`config.mk`:
```
export PLATFORM = sky130hd
export DESIGN_NAME = pipe_ctrl
export DESIGN_NICKNAME = d
export VERILOG_FILES = /design/src/rtl/rv_ctrl_pkg.sv /design/src/rtl/rv_operand_decode.sv /design/src/rtl/pipe_ctrl.sv
export SDC_FILE = /design/constraint.sdc
export NUM_CORES = 1
export LEC_CHECK = 0
export ABC_CLOCK_PERIOD_IN_PS = 3370
export CAP_MARGIN = 20
export CORE_ASPECT_RATIO = 1.2
export CORE_MARGIN = 8
export CORE_UTILIZATION = 43
export CTS_CLUSTER_SIZE = 30
export DETAILED_ROUTE_END_ITERATION = 6
export MAX_ROUTING_LAYER = met4
export PLACE_DENSITY_LB_ADDON = 0.08
export SYNTH_ARGS = -nofsm -noshare
export SYNTH_HDL_FRONTEND = slang
export SYNTH_SLANG_ARGS = --single-unit
```
`constraint.sdc`:
```
create_clock -name clk -period 3.37 [get_ports clk]
set_clock_uncertainty 0.15 [all_clocks]
set_input_delay 0.674 -clock clk [delete_from_list [all_inputs] [get_ports clk]]
set_output_delay 0.674 -clock clk [all_outputs]
set_load 0.005 [all_outputs]
```
`src/rtl/rv_ctrl_pkg.sv`:
```
// Shared constants and types for the RV32I pipeline controller.
//   - RV32I major opcodes the hazard logic cares about
//   - canonical NOP (addi x0, x0, 0) loaded into flushed stage registers
//   - controller state enum
//   - operand forwarding select encodings
package rv_ctrl_pkg;

    localparam logic [6:0] OPC_LUI    = 7'b0110111;
    localparam logic [6:0] OPC_AUIPC  = 7'b0010111;
    localparam logic [6:0] OPC_JAL    = 7'b1101111;
    localparam logic [6:0] OPC_BRANCH = 7'b1100011;
    localparam logic [6:0] OPC_LOAD   = 7'b0000011;
    localparam logic [6:0] OPC_STORE  = 7'b0100011;
    localparam logic [6:0] OPC_OP     = 7'b0110011;

    localparam logic [31:0] NOP_INSN = 32'h0000_0013;

    typedef enum logic [1:0] {
        ST_RUN      = 2'd0,
        ST_MEM_WAIT = 2'd1,
        ST_FAULT    = 2'd2
    } state_e;

    localparam logic [1:0] FWD_RF = 2'b00;
    localparam logic [1:0] FWD_EX = 2'b01;
    localparam logic [1:0] FWD_ME = 2'b10;

endpackage

```
`src/rtl/rv_operand_decode.sv`:
```
// Combinational register-field decode of one RV32I instruction word.
// Ports:
//   ir_i        instruction word held in a stage register
//   rs1_o/rs2_o source register indices
//   rd_o        destination register index
//   uses_rs1_o  instruction reads rs1
//   uses_rs2_o  instruction reads rs2
//   writes_rd_o instruction writes a non-zero rd
//   is_load_o   LOAD opcode
//   is_mem_o    LOAD or STORE opcode
module rv_operand_decode
    import rv_ctrl_pkg::*;
(
    input  logic [31:0] ir_i,
    output logic [4:0]  rs1_o,
    output logic [4:0]  rs2_o,
    output logic [4:0]  rd_o,
    output logic        uses_rs1_o,
    output logic        uses_rs2_o,
    output logic        writes_rd_o,
    output logic        is_load_o,
    output logic        is_mem_o
);

    logic [6:0] opc;
    // funct3/funct7 never influence hazards; tie them off explicitly.
    logic       unused_funct;

    assign opc          = ir_i[6:0];
    assign unused_funct = ^{ir_i[31:25], ir_i[14:12]};

    assign rd_o  = ir_i[11:7];
    assign rs1_o = ir_i[19:15];
    assign rs2_o = ir_i[24:20];

    assign uses_rs1_o  = !((opc == OPC_LUI) || (opc == OPC_AUIPC) || (opc == OPC_JAL));
    assign uses_rs2_o  = (opc == OPC_OP) || (opc == OPC_STORE) || (opc == OPC_BRANCH);
    // x0 writes are architecturally discarded, so they never create a hazard.
    assign writes_rd_o = !((opc == OPC_STORE) || (opc == OPC_BRANCH)) && (ir_i[11:7] != 5'd0);
    assign is_load_o   = (opc == OPC_LOAD);
    assign is_mem_o    = (opc == OPC_LOAD) || (opc == OPC_STORE);

endmodule

```
`src/rtl/pipe_ctrl.sv`:
```
// Five-stage RV32I pipeline controller: stage enables, flushes, load-use
// bubbles, operand forwarding, per-stage valid tracking, data-memory wait
// sequencing with timeout fault, and saturating stall/flush counters.
//
//   state       | meaning
//   ------------+-----------------------------------------------------------
//   ST_RUN      | normal flow; branch, load-use and mem-hold evaluated
//   ST_MEM_WAIT | memory stage waiting on mem_rdy; whole pipe frozen
//   ST_FAULT    | memory timed out; pipe frozen until rst
//
// Ports:
//   clk, rst                 clock, synchronous active-high reset
//   ir_dc, ir_ex, ir_me      IR held in decode / execute / memory registers
//   cp_ex                    branch or jump taken, resolved in execute
//   mem_rdy                  data memory completes its access this cycle
//   en_fe..en_wb             stage-register load enables
//   flush_dc, flush_ex       load NOP into decode / execute registers
//   fwd_a, fwd_b             rs1 / rs2 operand source select for execute
//   mem_en, wb_en            memory / writeback side effects permitted
//   fault                    sticky memory timeout
//   stall_cnt, flush_cnt     saturating performance counters
module pipe_ctrl
    import rv_ctrl_pkg::*;
#(
    parameter int CNT_W    = 32,
    parameter int MAX_WAIT = 16
)
(
    input  logic             clk,
    input  logic             rst,
    input  logic [31:0]      ir_dc,
    input  logic [31:0]      ir_ex,
    input  logic [31:0]      ir_me,
    input  logic             cp_ex,
    input  logic             mem_rdy,
    output logic             en_fe,
    output logic             en_dc,
    output logic             en_ex,
    output logic             en_me,
    output logic             en_wb,
    output logic             flush_dc,
    output logic             flush_ex,
    output logic [1:0]       fwd_a,
    output logic [1:0]       fwd_b,
    output logic             mem_en,
    output logic             wb_en,
    output logic             fault,
    output logic [CNT_W-1:0] stall_cnt,
    output logic [CNT_W-1:0] flush_cnt
);

    localparam int WAIT_W = $clog2(MAX_WAIT + 1);

    logic [4:0] rs1_dc, rs2_dc, rd_dc, rs1_ex, rs2_ex, rd_ex, rs1_me, rs2_me, rd_me;
    logic       use1_dc, use2_dc, wr_dc, ld_dc, mem_dc;
    logic       use1_ex, use2_ex, wr_ex, ld_ex, mem_ex;
    logic       use1_me, use2_me, wr_me, ld_me, mem_me;
    logic       unused_dec;

    rv_operand_decode u_dec_dc (
        .ir_i(ir_dc), .rs1_o(rs1_dc), .rs2_o(rs2_dc), .rd_o(rd_dc),
        .uses_rs1_o(use1_dc), .uses_rs2_o(use2_dc), .writes_rd_o(wr_dc),
        .is_load_o(ld_dc), .is_mem_o(mem_dc)
    );
    rv_operand_decode u_dec_ex (
        .ir_i(ir_ex), .rs1_o(rs1_ex), .rs2_o(rs2_ex), .rd_o(rd_ex),
        .uses_rs1_o(use1_ex), .uses_rs2_o(use2_ex), .writes_rd_o(wr_ex),
        .is_load_o(ld_ex), .is_mem_o(mem_ex)
    );
    rv_operand_decode u_dec_me (
        .ir_i(ir_me), .rs1_o(rs1_me), .rs2_o(rs2_me), .rd_o(rd_me),
        .uses_rs1_o(use1_me), .uses_rs2_o(use2_me), .writes_rd_o(wr_me),
        .is_load_o(ld_me), .is_mem_o(mem_me)
    );

    // Each stage only needs part of the decode.
    assign unused_dec = ^{rd_dc, wr_dc, ld_dc, mem_dc, rs1_ex, rs2_ex, use1_ex, use2_ex,
                          mem_ex, rs1_me, rs2_me, use1_me, use2_me, ld_me};

    state_e            state_q;
    logic              valid_dc_q, valid_ex_q, valid_me_q, valid_wb_q;
    logic [WAIT_W-1:0] wait_q;
    logic [CNT_W-1:0]  stall_q, stall_d, flush_q, flush_d;

    logic mem_hold, branch, ld_use;

    assign mem_hold = valid_me_q & mem_me & ~mem_rdy;
    assign branch   = cp_ex & valid_ex_q;
    assign ld_use   = valid_ex_q & ld_ex & wr_ex &
                      ((use1_dc & (rd_ex == rs1_dc)) | (use2_dc & (rd_ex == rs2_dc)));

    // RUN and MEM_WAIT share the same priority chain: inside MEM_WAIT the
    // hold term is true exactly while mem_rdy is low, and on the release
    // cycle branch and load-use are evaluated as in RUN.
    always_comb begin
        en_fe    = 1'b0;
        en_dc    = 1'b0;
        en_ex    = 1'b0;
        en_me    = 1'b0;
        en_wb    = 1'b0;
        flush_dc = 1'b0;
        flush_ex = 1'b0;
        if (!rst && (state_q == ST_RUN || state_q == ST_MEM_WAIT)) begin
            if (mem_hold) begin
                en_fe = 1'b0;
            end else if (branch) begin
                {en_fe, en_dc, en_ex, en_me, en_wb} = 5'b11111;
                flush_dc = 1'b1;
                flush_ex = 1'b1;
            end else if (ld_use) begin
                // Hold fetch/decode, let execute take a NOP bubble.
                {en_ex, en_me, en_wb} = 3'b111;
                flush_ex = 1'b1;
            end else begin
                {en_fe, en_dc, en_ex, en_me, en_wb} = 5'b11111;
            end
        end
    end

    // Loads are never forwarded from execute; load-use stalls cover them.
    always_comb begin
        fwd_a = FWD_RF;
        fwd_b = FWD_RF;
        if (!rst) begin
            if (valid_ex_q && wr_ex && !ld_ex && (rd_ex == rs1_dc))  fwd_a = FWD_EX;
            else if (valid_me_q && wr_me && (rd_me == rs1_dc))       fwd_a = FWD_ME;
            if (valid_ex_q && wr_ex && !ld_ex && (rd_ex == rs2_dc))  fwd_b = FWD_EX;
            else if (valid_me_q && wr_me && (rd_me == rs2_dc))       fwd_b = FWD_ME;
        end
    end

    assign mem_en    = valid_me_q & ~rst;
    assign wb_en     = valid_wb_q & ~rst;
    assign fault     = (state_q == ST_FAULT) & ~rst;
    assign stall_cnt = stall_q;
    assign flush_cnt = flush_q;

    assign stall_d = (&stall_q) ? stall_q : stall_q + CNT_W'(1);
    assign flush_d = (&flush_q) ? flush_q : flush_q + CNT_W'(1);

    always_ff @(posedge clk) begin
        if (rst) begin
            state_q    <= ST_RUN;
            valid_dc_q <= 1'b0;
            valid_ex_q <= 1'b0;
            valid_me_q <= 1'b0;
            valid_wb_q <= 1'b0;
            wait_q     <= '0;
            stall_q    <= '0;
            flush_q    <= '0;
        end else begin
            // wait_q counts low-mem_rdy cycles already spent, so the fault
            // fires at the end of the MAX_WAIT-th consecutive wait cycle.
            case (state_q)
                ST_RUN: begin
                    if (mem_hold) begin
                        state_q <= (MAX_WAIT <= 1) ? ST_FAULT : ST_MEM_WAIT;
                        wait_q  <= WAIT_W'(1);
                    end
                end
                ST_MEM_WAIT: begin
                    if (mem_rdy) begin
                        state_q <= ST_RUN;
                        wait_q  <= '0;
                    end else if (wait_q == WAIT_W'(MAX_WAIT - 1)) begin
                        state_q <= ST_FAULT;
                    end else begin
                        wait_q <= wait_q + WAIT_W'(1);
                    end
                end
                ST_FAULT: state_q <= ST_FAULT;
                default:  state_q <= ST_RUN;
            endcase

            // The fetch stage always supplies a real instruction after reset.
            if (flush_dc)   valid_dc_q <= 1'b0;
            else if (en_dc) valid_dc_q <= 1'b1;
            if (flush_ex)   valid_ex_q <= 1'b0;
            else if (en_ex) valid_ex_q <= en_dc & valid_dc_q;
            if (en_me)      valid_me_q <= valid_ex_q;
            if (en_wb)      valid_wb_q <= valid_me_q;

            if (!en_fe && state_q != ST_FAULT) stall_q <= stall_d;
            if (flush_dc)                      flush_q <= flush_d;
        end
    end

endmodule

```
=== Word-level counts from Yosys, hierarchy flattened ===
Index checks and enable logic that the tools add are counted.

* Flip-flop bits (word level): 75
* Output and inout bits: 78
* Logic and storage cells: 115
* Input bits: 100

* Reductions and logical operators: 37
* Muxes and demuxes: 27
* Equal/unequal tests: 23
* Add/subtract/negate cells: 3
* Bitwise gates (word level): 17

{| class="wikitable"
|+ Operators with widths
! cell !! number
|-
| $add 32x1->32 const B || 2
|-
| $reduce_and 32->1 || 2
|-
| $eq 7x6->1 const B || 5
|-
| $eq 7x7->1 const B || 4
|-
| $eq 5x5->1 || 4
|-
| $mux 2 || 9
|-
| $mux 5 || 3
|-
| $eq 7x2->1 const B || 2
|-
| $mux 1 || 13
|-
| $and 1x1->1 || 12
|-
| $logic_and 1x1->1 || 11
|-
| $pmux 5 s2 || 1
|-
| $reduce_bool 5->1 || 2
|-
| $logic_or 1x1->1 || 8
|-
| $eq 7x5->1 const B || 1
|-
| $logic_not 1->1 || 6
|-
| $pmux 2 s3 || 1
|-
| $reduce_and 2->1 || 3
|-
| $add 5x1->5 const B || 1
|-
| $eq 5x4->1 const B || 1
|-
| $ne 2x2->1 const B || 2
|-
| $not 1->1 || 4
|-
| $reduce_or 2->1 || 2
|-
| $ne 3x2->1 const B || 1
|-
| other kinds (7) || 7
|}

=== Depth between registers and ports, before layout ===
Gate-level depths: netlist of the first run.

* Depth in word-level cells: 14
* Mapped depth: 10
* Depth with buffers taken out: 8

=== Modules after synthesis ===
A second synthesis of the first run with hierarchy kept.

* Cell total of the unflattened synthesis: 585
* Area total of the unflattened synthesis: 4,792.1 um2

{| class="wikitable"
|+ By module, submodules not included
! module !! seq. area each (um2) !! times used !! cells each !! area each (um2)
|-
| pipe_ctrl || 1,501.4 || 1 || 501 || 4,165.2
|-
| rv_operand_decode || 0.0 || 3 || 28 || 209.0
|}

=== Least setup slack after synthesis of the first run ===
OpenSTA, ideal clock, no wires.

* Kind: input -> output
* Start point: input ir_ex[8]
* End point: output en_fe
* Stages on the path: 7
* Arrival: 2.223 ns
* Setup slack: 0.323 ns
* Required time: 2.546 ns
* Buffers on the path: 2
* Cell sequence: or4_1 o21ai_0 nor4_2 o211ai_1 and2_0 clkbuf_1 buf_4

* Word-level cells in the longest chain between the ends: 8
* Elaborated cells on any way between the ends: 13
* Those cells by class: eq/ne: 2; mux: 4; bitwise: 5; reduce/logical: 2

{| class="wikitable"
|+ RTL lines
! what !! RTL line !! source
|-
| from (decl) || pipe_ctrl.sv:32 || <nowiki>input logic [31:0] ir_ex,</nowiki>
|-
| $eq 5x5->1 / $reduce_bool 5->1 (equally long branches) || pipe_ctrl.sv:90, rv_operand_decode.sv:39 ||
|-
| $and 1x1->1 / $logic_and 1x1->1 (equally long branches) || pipe_ctrl.sv:90, rv_operand_decode.sv:39 ||
|-
| $or 1x1->1 / $and 1x1->1 (equally long branches) || pipe_ctrl.sv:90, pipe_ctrl.sv:89 ||
|-
| $and 1x1->1 * || pipe_ctrl.sv:89 || <nowiki>assign ld_use = valid_ex_q & ld_ex & wr_ex &</nowiki>
|-
| $mux 1 * (4 in series) || -- ||
|-
| to (decl) || pipe_ctrl.sv:36 || <nowiki>output logic en_fe,</nowiki>
|}

Mark *: on every way between the ends. The rest lies on a longest branch, timed or not.

=== Final worst setup path of the first run ===
* Start point: input ir_ex[7]
* End point: output fwd_b[0]

* Word-level cells in the longest chain between the ends: 7
* Elaborated cells on any way between the ends: 8
* Those cells by class: eq/ne: 1; mux: 2; reduce/logical: 5

{| class="wikitable"
|+ RTL lines
! what !! RTL line !! source
|-
| $reduce_bool 5->1 || rv_operand_decode.sv:39 || <nowiki>assign writes_rd_o = !((opc == OPC_STORE) || (opc == OPC_BRANCH)) && (ir_i[11:7] != 5'd0);</nowiki>
|-
| $logic_and 1x1->1 || rv_operand_decode.sv:39 ||
|-
| $logic_and 1x1->1 (2 in series) || pipe_ctrl.sv:127 || <nowiki>if (valid_ex_q && wr_ex && !ld_ex && (rd_ex == rs2_dc)) fwd_b = FWD_EX;</nowiki>
|-
| $logic_and 1x1->1 * || pipe_ctrl.sv:127 ||
|-
| $mux 2 * || pipe_ctrl.sv:127 ||
|-
| $mux 2 * || pipe_ctrl.sv:124 || <nowiki>if (!rst) begin</nowiki>
|-
| to (decl) || pipe_ctrl.sv:44 || <nowiki>output logic [1:0] fwd_b,</nowiki>
|}

Marked as above.

==> out/results.ini, run 1 <==
[detailed_routing]
num_vias=4270
wl_um=12900
drt-initial-drc-count=156
vias_per_cell=5.46
ant_nets=0
first_pass_iters=5
wl_per_cell_um=16.5
drc_errors=0

[min_path]
min_from=valid_dc_q
hold_depth=2
worstHoldEndpoint=valid_ex_q
hp-class=reg2reg

[setup_path]
r2r_start=stall_cnt[0]
crit_fanout=3
cp-end-kind=output port
rr_endpoint=stall_cnt[5]
r2r_slack_ns=0.47
worstSetupPathType=in2out
reg2reg_depth=8
cp.arrival_ns=2.50
crit_required_ns=2.55
worstSetupStartpointType=input port

[timing]
period_needed_ns=3.32
tightestPinTransition_ns=0.668
relSlewSlack_pct=55.4
post-route-period-util_pct=98.7
setup_viol=0
clock.fmax_mhz=301
setup_tns_ns=0
hold_violations=0
slew_violations=0
fin_hold_ws_ns=0.328

[clock_network]
hold_buffers=0
cts_tree=yes
clockRootBuffer=clkbuf_16
cts_sinks=75
clockBufferDepth=2
ctsHtreeMaxLevel=3
clkTransAtPathRegs_ns=0.06
clkLatencyLatePin_ns=0.33
numCtsBuffers=9

[yosys]
syn_area_um2=4140
ys_types=56
synth_edf_count=0
async_reset_ff_share_pct=0
syn_area_per_cell_um2=8.20
synth_warnings=0
syn_nets=609
ys_ff_latch=75
synth_top_area_share_pct=36.3
synth_flop_cell=dfxtp_1
syn_inst=505
synth_area_leader_cell=dfxtp_1
seq_area_frac_synth_pct=36.3
synthTopCellsByArea=dfxtp_1 (36%), xor2_1 (7.6%), nor2_1 (7.3%)

[floorplan]
die_area_um2=13000
io_pins=178
die_h_um=123
core_um2=9470
rows=39
initial_core_util_pct=43.7
dieWidth_um=106

[place]
port_buffers=122
gp_congestion=0.826
placed_cell_area_um2=5690
dpl.hpwl_um=9530

[cells_and_area]
final_common_cell=clkdlybuf4s50_1
final_cell_mix=clkdlybuf4s50_1 (109), nor2_1 (81), dfxtp_1 (75)
drive_above_1_share_pct=13.4
fin_nets=758
fin_area_um2=6160
syn2layout_area_growth_pct=48.7
fin_util_pct=65.1
num_antenna_cells=0

[power_and_ir_drop]
clkPwrFrac_pct=49.2
p_seq_share_pct=41.9
peakVddDrop_mv=0.280
powerDensity_nw_per_um2=349
switching_power_uw=474
p_leak_nw=2.27
combPwrFrac_pct=8.9
switching_share_pct=22.1
intPower_mw=1.67

[global_route]
grt.total_usage_pct=19.9
grt_pass1_vias=4294
grt_max_degree=68
grt_pass1_wl_um=20600
antenna_found_initial=0
grt_overflow=0

[status]
status=finished clean

[run]
drv_cap=0

per-stage QoR:
step | total power [mW] | setup slack (ns) | cells
floorplan | 0.984 | 0.323 | 505
global placement | 1.09 | -0.372 | 763
detailed placement | 1.10 | -0.395 | 763
CTS | 2.16 | 0.0258 | 779
global route | 2.23 | -0.00447 | 782
finish | 2.15 | 0.0453 | 782
cells by family (layout without fill, tap and decap cells):
kind of cell	after synthesis	in the layout	share of synthesized area, %
flops	75	75	36.3
xor+xnor	69	69	14.6
buf+inv	36	190	3.69
mux	7	7	1.90
compound gates	66	66	10.8
fa+ha+maj	4	4	1.21
simple gates	248	248	31.5
sequential cells by signal (all words and copies together), names as in the netlist:
name / flops
state_q: 2
wait_q: 5
valid_dc_q: 1
valid_me_q: 1
stall_cnt: 32
valid_wb_q: 1
valid_ex_q: 1
flush_cnt: 32
cell type report:
| cell class | instances | area [µm²] |
|---|---|---|
| Clock buffer | 11 | 243 |
| Sequential cell | 75 | 1500 |
| Clock inverter | 5 | 85.1 |
| Inverter | 9 | 33.8 |
| Timing Repair Buffer | 165 | 1540 |
| Tap cell | 123 | 154 |
| Fill cell | 847 | 3310 |
| Multi-Input combinational cell | 394 | 2600 |
power groups by stage:
stage,clock (mW),sequential [mW],combinational [mW]
finish,1.06,0.900,0.192
global route,1.12,0.900,0.208
CTS,1.08,0.899,0.181
detailed placement,0,0.919,0.178
global placement,0,0.919,0.175
floorplan,0,0.917,0.0672
critical path, cell delays in order:
cell	delay, ns
clkdlybuf4s50_1	0.43
or4_4	0.56
o21ai_4	0.20
o21bai_2	0.17
buf_4	0.14
nor3_1	0.05
dlygate4sd2_1	0.28
how the worst max path moves through the flow:
stage,cells after the start,startpoint,end,slack (ns)
final,7,ir_ex[7],fwd_b[0],0.05
after global routing,7,ir_ex[7],fwd_a[1],-0.004
after CTS,9,ir_ex[8],flush_ex,0.03
after detailed placement,7,ir_ex[8],en_fe,-0.40
after global placement,7,ir_ex[8],en_dc,-0.37
after floorplan,7,ir_ex[8],en_fe,0.32
synthesized netlist by cell type (3+ instances only):
cell type	n
nor2_1	81
dfxtp_1	75
xor2_1	36
nand4_1	33
xnor2_1	33
a21oi_1	24
nand2_1	24
nand3_1	22
and3_1	18
clkbuf_1	15
nor3_1	11
nor2b_1	10
o21ai_0	10
inv_1	9
and4_1	7
or3_1	7
a2111oi_0	6
nor4_1	6
or4_1	6
a211oi_1	5
buf_2	5
and2_1	4
buf_1	4
ha_1	4
and2_0	3
buf_4	3
mux2i_1	3
nand2b_1	3
repair_timing:
item	in CTS	in global routing
pin swaps	1	8
resized for setup	19	19
setup buffers	0	3
endpoints found under the setup margin	8	9
metal layers:
metal	vias to the layer above	share of wire, %	global-route usage, %
li1	2098	-	-
met1	2064	41	21.1
met2	94	54	35.8
met3	14	3.3	3.34
met4	0	1.6	8.55
met5	-	0	-
(Power assumes the default switching activity.)
==> inputs of run 2 (changes only) <==
Settings changed: SLEW_MARGIN set to 40.
==> results of run 2 <==
The final DEF is identical to that of run 1; final timing and power are the same.
